`config.mk`:
```
export PLATFORM = sky130hd
export DESIGN_NAME = c1s2_fmap_loader
export DESIGN_NICKNAME = d
export VERILOG_FILES = /design/src/rtl/c1s2_fmap_loader.sv
export SDC_FILE = /design/constraint.sdc
export NUM_CORES = 1
export LEC_CHECK = 0
export ABC_CLOCK_PERIOD_IN_PS = 5700
export CORE_MARGIN = 2
export CORE_UTILIZATION = 35
export CTS_CLUSTER_DIAMETER = 40
export CTS_CLUSTER_SIZE = 14
export DETAILED_ROUTE_END_ITERATION = 12
export GPL_TIMING_DRIVEN = 1
export PLACE_DENSITY = 0.68
export SYNTH_ARGS = -nofsm -noshare
export SYNTH_HDL_FRONTEND = slang
export SYNTH_SLANG_ARGS = --single-unit
```
`constraint.sdc`:
```
create_clock -name clk -period 5.7 [get_ports clk]
set_input_delay 1.425 -clock clk [delete_from_list [all_inputs] [get_ports clk]]
set_output_delay 1.425 -clock clk [all_outputs]
set_load 0.005 [all_outputs]
```
`src/rtl/c1s2_fmap_loader.sv`:
```
// Streams one feature map into the five replicated C1S2 data buffers via a broadcast write
// port, then runs the C1S2 layer until it reports work finished.
module c1s2_fmap_loader #(
    parameter int unsigned DATA_W    = 16,
    parameter int unsigned ADDR_W    = 32,
    parameter int unsigned NUM_WORDS = 6144,
    parameter int unsigned BASE_ADDR = 0
) (
    input  logic              clk,
    input  logic              rst,
    input  logic              start,
    input  logic              in_valid,
    input  logic [DATA_W-1:0] in_data,
    output logic              in_ready,
    output logic              buf_we,
    output logic [ADDR_W-1:0] buf_addr,
    output logic [DATA_W-1:0] buf_din,
    output logic              layer_en,
    input  logic              layer_done,
    output logic              busy,
    output logic              done,
    output logic [ADDR_W-1:0] word_cnt
);

    typedef enum logic [2:0] {
        S_IDLE,
        S_LOAD,
        S_SETTLE,
        S_RUN,
        S_FIN
    } state_e;

    localparam logic [ADDR_W-1:0] LAST_IDX = ADDR_W'(NUM_WORDS - 1);
    localparam logic [ADDR_W-1:0] BASE     = ADDR_W'(BASE_ADDR);

    state_e              state_q, state_d;
    logic                buf_we_q, buf_we_d;
    logic [ADDR_W-1:0]   buf_addr_q, buf_addr_d;
    logic [DATA_W-1:0]   buf_din_q, buf_din_d;
    logic                layer_en_q, layer_en_d;
    logic                done_q, done_d;
    logic [ADDR_W-1:0]   word_cnt_q, word_cnt_d;

    // State and registered bus; reset drops any write already staged.
    always_ff @(posedge clk) begin
        if (rst) begin
            state_q    <= S_IDLE;
            buf_we_q   <= 1'b0;
            buf_addr_q <= '0;
            buf_din_q  <= '0;
            layer_en_q <= 1'b0;
            done_q     <= 1'b0;
            word_cnt_q <= '0;
        end else begin
            state_q    <= state_d;
            buf_we_q   <= buf_we_d;
            buf_addr_q <= buf_addr_d;
            buf_din_q  <= buf_din_d;
            layer_en_q <= layer_en_d;
            done_q     <= done_d;
            word_cnt_q <= word_cnt_d;
        end
    end

    always_comb begin
        state_d    = state_q;
        buf_we_d   = 1'b0;
        buf_addr_d = buf_addr_q;
        buf_din_d  = buf_din_q;
        layer_en_d = 1'b0;
        done_d     = 1'b0;
        word_cnt_d = word_cnt_q;

        case (state_q)
            S_IDLE: begin
                if (start) begin
                    state_d    = S_LOAD;
                    word_cnt_d = '0;
                end
            end
            S_LOAD: begin
                if (in_valid) begin
                    buf_we_d   = 1'b1;
                    buf_addr_d = BASE + word_cnt_q;
                    buf_din_d  = in_data;
                    word_cnt_d = word_cnt_q + ADDR_W'(1);
                    if (word_cnt_q == LAST_IDX) begin
                        state_d = S_SETTLE;
                    end
                end
            end
            // Final write lands this cycle; the layer starts reading only after it.
            S_SETTLE: begin
                state_d    = S_RUN;
                layer_en_d = 1'b1;
            end
            S_RUN: begin
                if (layer_done) begin
                    state_d = S_FIN;
                    done_d  = 1'b1;
                end else begin
                    layer_en_d = 1'b1;
                end
            end
            S_FIN: begin
                state_d = S_IDLE;
            end
            default: begin
                state_d = S_IDLE;
            end
        endcase
    end

    assign in_ready = (state_q == S_LOAD);
    assign busy     = (state_q != S_IDLE);
    assign buf_we   = buf_we_q;
    assign buf_addr = buf_addr_q;
    assign buf_din  = buf_din_q;
    assign layer_en = layer_en_q;
    assign done     = done_q;
    assign word_cnt = word_cnt_q;

endmodule

```
## After elaboration in Yosys (flattened, before gate mapping)

Cells that the tools add are included.

| word-level totals | value |
|---|---|
| register bits | 86 |
| bits of input ports | 21 |
| output and inout port bits | 85 |
| word-level logic and storage cells | 38 |

| cells by class | value |
|---|---|
| $add $sub $neg | 1 |
| equality and inequality tests | 8 |
| mux-type cells | 12 |
| bitwise gates (word level) | 2 |
| reduce and logical (&&, ||, !) cells | 8 |

Operators with widths:

| operator | number |
|---|---|
| 32-bit 2-to-1 mux | 2 |
| 32-bit case mux with 2 select lines | 1 |
| 32-bit by 1-bit adder with 32-bit output (second input constant) | 1 |
| 32-bit by 13-bit == test with 1-bit output (second input constant) | 1 |
| 3-bit 2-to-1 mux | 4 |
| 3-bit case mux with 4 select lines | 1 |
| 3-bit by 2-bit == test with 1-bit output (second input constant) | 2 |
| 2-bit inequality test (second input constant) | 3 |
| 4-bit AND reduction | 1 |
| 2-bit OR reduction | 2 |
| 3-bit by 1-bit == test with 1-bit output (second input constant) | 1 |
| 3-bit zero test | 1 |
| 1-bit 2-to-1 mux | 3 |
| 3-bit AND reduction | 1 |
| 3-bit nonzero test | 1 |
| 2-bit by 1-bit inequality test with 1-bit output (second input constant) | 1 |
| 1-bit inverter | 2 |
| 1-bit case mux with 2 select lines | 1 |
| 2-bit AND reduction | 1 |
| 2-bit nonzero test | 1 |

## Depth between registers and ports, before layout

| logic depth | value |
|---|---|
| depth after elaboration | 4 |
| mapped depth | 9 |

## Least setup slack after synthesis

OpenSTA, ideal clock, no wires.

| timing | value |
|---|---|
| path type | in2reg |
| start point | in in_valid |
| end point | reg word_cnt_q[31], in the netlist word_cnt[31] |
| library setup time | 0.070 ns |
| arrival | 2.840 ns |
| data required time | 5.630 ns |
| path slack | 2.790 ns |
| stages | 6 |
| buffers on the path | 1 |
| path through | mux2i_1 > nand3b_4 > or4_1 > buf_2 > or3_1 > a21oi_1 |

| on the way | value |
|---|---|
| longest elaborated chain between the ends | 2 |

RTL lines:

| item | line | source |
|---|---|---|
| from (decl) | 12 | `input logic in_valid,` |
| 2-bit inequality test (no source line) | -- |  |
| 3-bit AND reduction (no source line) | -- |  |
| to (signal assigned) | 61 | `word_cnt_q <= word_cnt_d;` |
| to (decl) | 42 | `logic [ADDR_W-1:0] word_cnt_q, word_cnt_d;` |

Every way passes these cells.
A chain may end at the register's enable or synchronous reset.

## Worst setup path in the final report

| timing | value |
|---|---|
| start point | in start |
| end point | reg word_cnt_q[27], in the netlist word_cnt[27] |

| on the way | value |
|---|---|
| longest elaborated chain between the ends | 2 |

RTL lines:

| item | line | source |
|---|---|---|
| from (decl) | 11 | `input logic start,` |
| 2-bit inequality test (no source line) | -- |  |
| 3-bit AND reduction (no source line) | -- |  |

Every way passes these cells.

==> metrics.md <==
| Metric | Value |
|---|---|
| Count of state elements after synthesis | 86 |
| Antenna diode instance count | 0 |
| Post-synth top area share | 49.7% |
| P_leak | 1.59 nW |
| Sort of element at the end of the critical path | flop |
| Num rows | 36 |
| Via count of the first global-routing pass | 2,894 |
| Synthesized instance count | 428 |
| Buffers added on ports | 105 |
| Core footprint | 0.00968 mm2 |
| Count of unique library cells instantiated by Yosys | 40 |
| Sequential fraction of the synthesis area | 49.7% |
| Count of TritonRoute iterations in the first routing pass | 4 |
| Max Fanout on Critical Path | 8 |
| Pin count of the biggest net entering global routing | 57 |
| Run status | finished, final reports clean |
| 1st-iter DRT viols | 141 |
| Final instance count without filler cells | 653 |
| Max Slew Vio Count | 0 |
| TritonCTS sink count | 86 |
| Antenna violations before repair | 0 |
| Final weighted congestion in routability-driven placement | 0.821 |
| First-pass GRT wire length | 14,000 um |
| Placed insts | 637 |
| Classification of the worst-slack hold path | flop to flop |
| Final hold vios | 0 |
| Area of placed instances | 0.00456 mm2 |
| Via density per instance | 4.93 |
| Effective utilization at floorplan | 35.8% |
| Post-detailed-route wirelength per cell | 13.6 um |
| Final setup violation count | 0 |
| Critical Path RT | 5970 ps |
| Count of nets left with antenna violations after detail routing | 0 |
| Total number of vias | 3,219 |
| Count of yosys warnings during synthesis | 0 |
| Sum of net half-perimeters after detailed placement | 6080 um |
| Dominant synthesized flop cell | sky130_fd_sc_hd__dfxtp_1 |
| Share of the core filled with cells in the final layout | 49.3% |
| Post-synthesis area per instance | 8.09 um2 |
| Height of the chip | 103 um |
| Leading cell types by total area after synthesis | sky130_fd_sc_hd__dfxtp_1, sky130_fd_sc_hd__nand2_1, sky130_fd_sc_hd__a21oi_1, sky130_fd_sc_hd__xor2_1, sky130_fd_sc_hd__nor2_1 |
| Total Neg Setup Slack | 0 ps |
| Number of buffers inserted to repair setup after CTS | 0 |
| Number of buffers created by CTS | 9 |
| Crit path setup slack, layout | 2360 ps |
| Design area | 0.00477 mm2 |
| Setup repair after global routing missed its margin | false |
| CP Class | primary input to flop |
| Max frequency | 299 MHz |
| Drc violations | 0 |
| Total overflow reported by the global router | 0 |
| Num ports | 106 |
| Pwr per Cell Area | 258 mW/mm2 |
| Transition time at the pin with the least slew margin | 1030 ps |
| Level count of the clock H-tree | 3 |
| Max-capacitance violation count | 0 |
| Fraction of final layout cells with drive strength greater than 1 | 4.23% |
| Headroom to the max-slew limit | 31.6% |
| Leading cell types by count after synthesis | sky130_fd_sc_hd__nand2_1, sky130_fd_sc_hd__dfxtp_1, sky130_fd_sc_hd__a21oi_1, sky130_fd_sc_hd__nor2_1, sky130_fd_sc_hd__clkbuf_1 |
| Final worst path period share | 58.6% |
| Number of enable flip-flop cells after synthesis | 0 |
| Post-Place Worst Slack | 2030 ps |
| Count of hold buffers inserted by post-cts repair | 0 |
| Die width | 103 um |
| Aggregate routed wire length | 8880 um |
| Nets | 537 |
| Number of buffers on the longest clock path | 2 |
| Die outline area | 0.0107 mm2 |
| Synth-to-Final Area Change | 37.8% |
| Number of gates given a new drive strength after cts | 0 |
| Cell taking the most area after synthesis | sky130_fd_sc_hd__dfxtp_1 |
| Worst-skew pair later-pin latency | 360 ps |
| Number of filler cells placed in the layout | 959 |
| Category of the worst setup path launch point | primary input |
| Post-route clock skew | 14.2 ps |
| Post-layout min period | 3340 ps |
| CTS root buffer | sky130_fd_sc_hd__clkbuf_8 |
| Library cell with the highest instance count after synthesis | sky130_fd_sc_hd__nand2_1 |
| Worst path arrival time | 3610 ps |
| Post-Synthesis Net Count | 450 |
| Mapped cell area | 0.00346 mm2 |
| Peak ir drop on the vdd network | 125 uV |
| Global router's overall resource usage | 16.9% |
| Post-synthesis async set-or-reset flop share | 0% |
| Clock-pin slew reported for the worst setup and hold paths after clock tree synthesis | 90 ps |
| Clock tree from TritonCTS | yes |
[layout make-up]
class,instances,area (um2),area share [%]
Tap cell,133,166,3.49
Sequential cell,86,1720,36.1
Inverter,5,18.8,0.393
Timing Repair Buffer,105,1050,21.9
Clock buffer,10,128,2.67
Clock inverter,6,86.3,1.81
Multi-Input combinational cell,308,1610,33.6
[kinds of logic after synthesis]
group	after synthesis	share of synthesized area (%)
mux	3	0.867
simple gates	215	29.2
compound gates	67	10.3
fa+ha+maj	1	0.361
buf+inv	34	4.05
xor+xnor	22	5.56
flops	86	49.7
[final timing paths]
kind                                    from      endpoint  slack (ps)  cells past startpoint
worst max-delay path                   start  word_cnt[27]        2360                      6
worst min-delay path            buf_addr[14]  buf_addr[14]         460                      2
worst max register to register   word_cnt[8]  word_cnt[27]        3400                      5
worst min register to register  buf_addr[14]  buf_addr[14]         460                      2
[metrics by stage]
stage	power [mW]	hold WS, ps
detailed placement	0.783	448
global route	1.29	472
finish	1.23	456
floorplan	0.720	453
CTS	1.24	460
global placement	0.778	441
[cells in the final DEF (no fill, tap or decap), drive strengths merged, types with 7 or more instances in the layout]
cell | netlist | routed
nand2 | 114 | 114
clkdlybuf4s50 | 0 | 104
dfxtp | 86 | 86
a21oi | 54 | 54
nor2 | 30 | 30
nand3 | 18 | 18
xor2 | 13 | 13
nor4 | 10 | 10
clkbuf | 21 | 10
xnor2 | 9 | 9
and3 | 8 | 8
nor3 | 7 | 7
[worst max-delay path: stages]
cell                              delay [ps]
sky130_fd_sc_hd__clkdlybuf4s50_1         560
sky130_fd_sc_hd__mux2i_1                 200
sky130_fd_sc_hd__nand3b_4                250
sky130_fd_sc_hd__or4_1                   630
sky130_fd_sc_hd__or3_1                   370
sky130_fd_sc_hd__a21oi_1                 160
[routing by layer]
metal / GRT usage (%) / wire (um) / vias to the layer above
met5: 0 / 0 / -
met3: 4.30 / 493 / 10
met2: 27.2 / 4140 / 84
met4: 7.09 / 129 / 0
li1: - / - / 1608
met1: 21.7 / 4110 / 1517
[state kept, by name, summed over array words and instances (netlist names)]
signal	cells
buf_addr	32
buf_din	16
buf_we	1
done	1
layer_en	1
state_q	3
word_cnt	32
[where the power goes]
| group | total [mW] | internal (mW) | leakage (nW) | switching (mW) |
|---|---|---|---|---|
| registers | 0.627 | 0.614 | 0.694 | 0.0128 |
| logic | 0.139 | 0.0573 | 0.790 | 0.0814 |
| clock network | 0.465 | 0.246 | 0.106 | 0.219 |
| total | 1.23 | 0.918 | 1.59 | 0.313 |
Power figures use the tool's default switching activity.
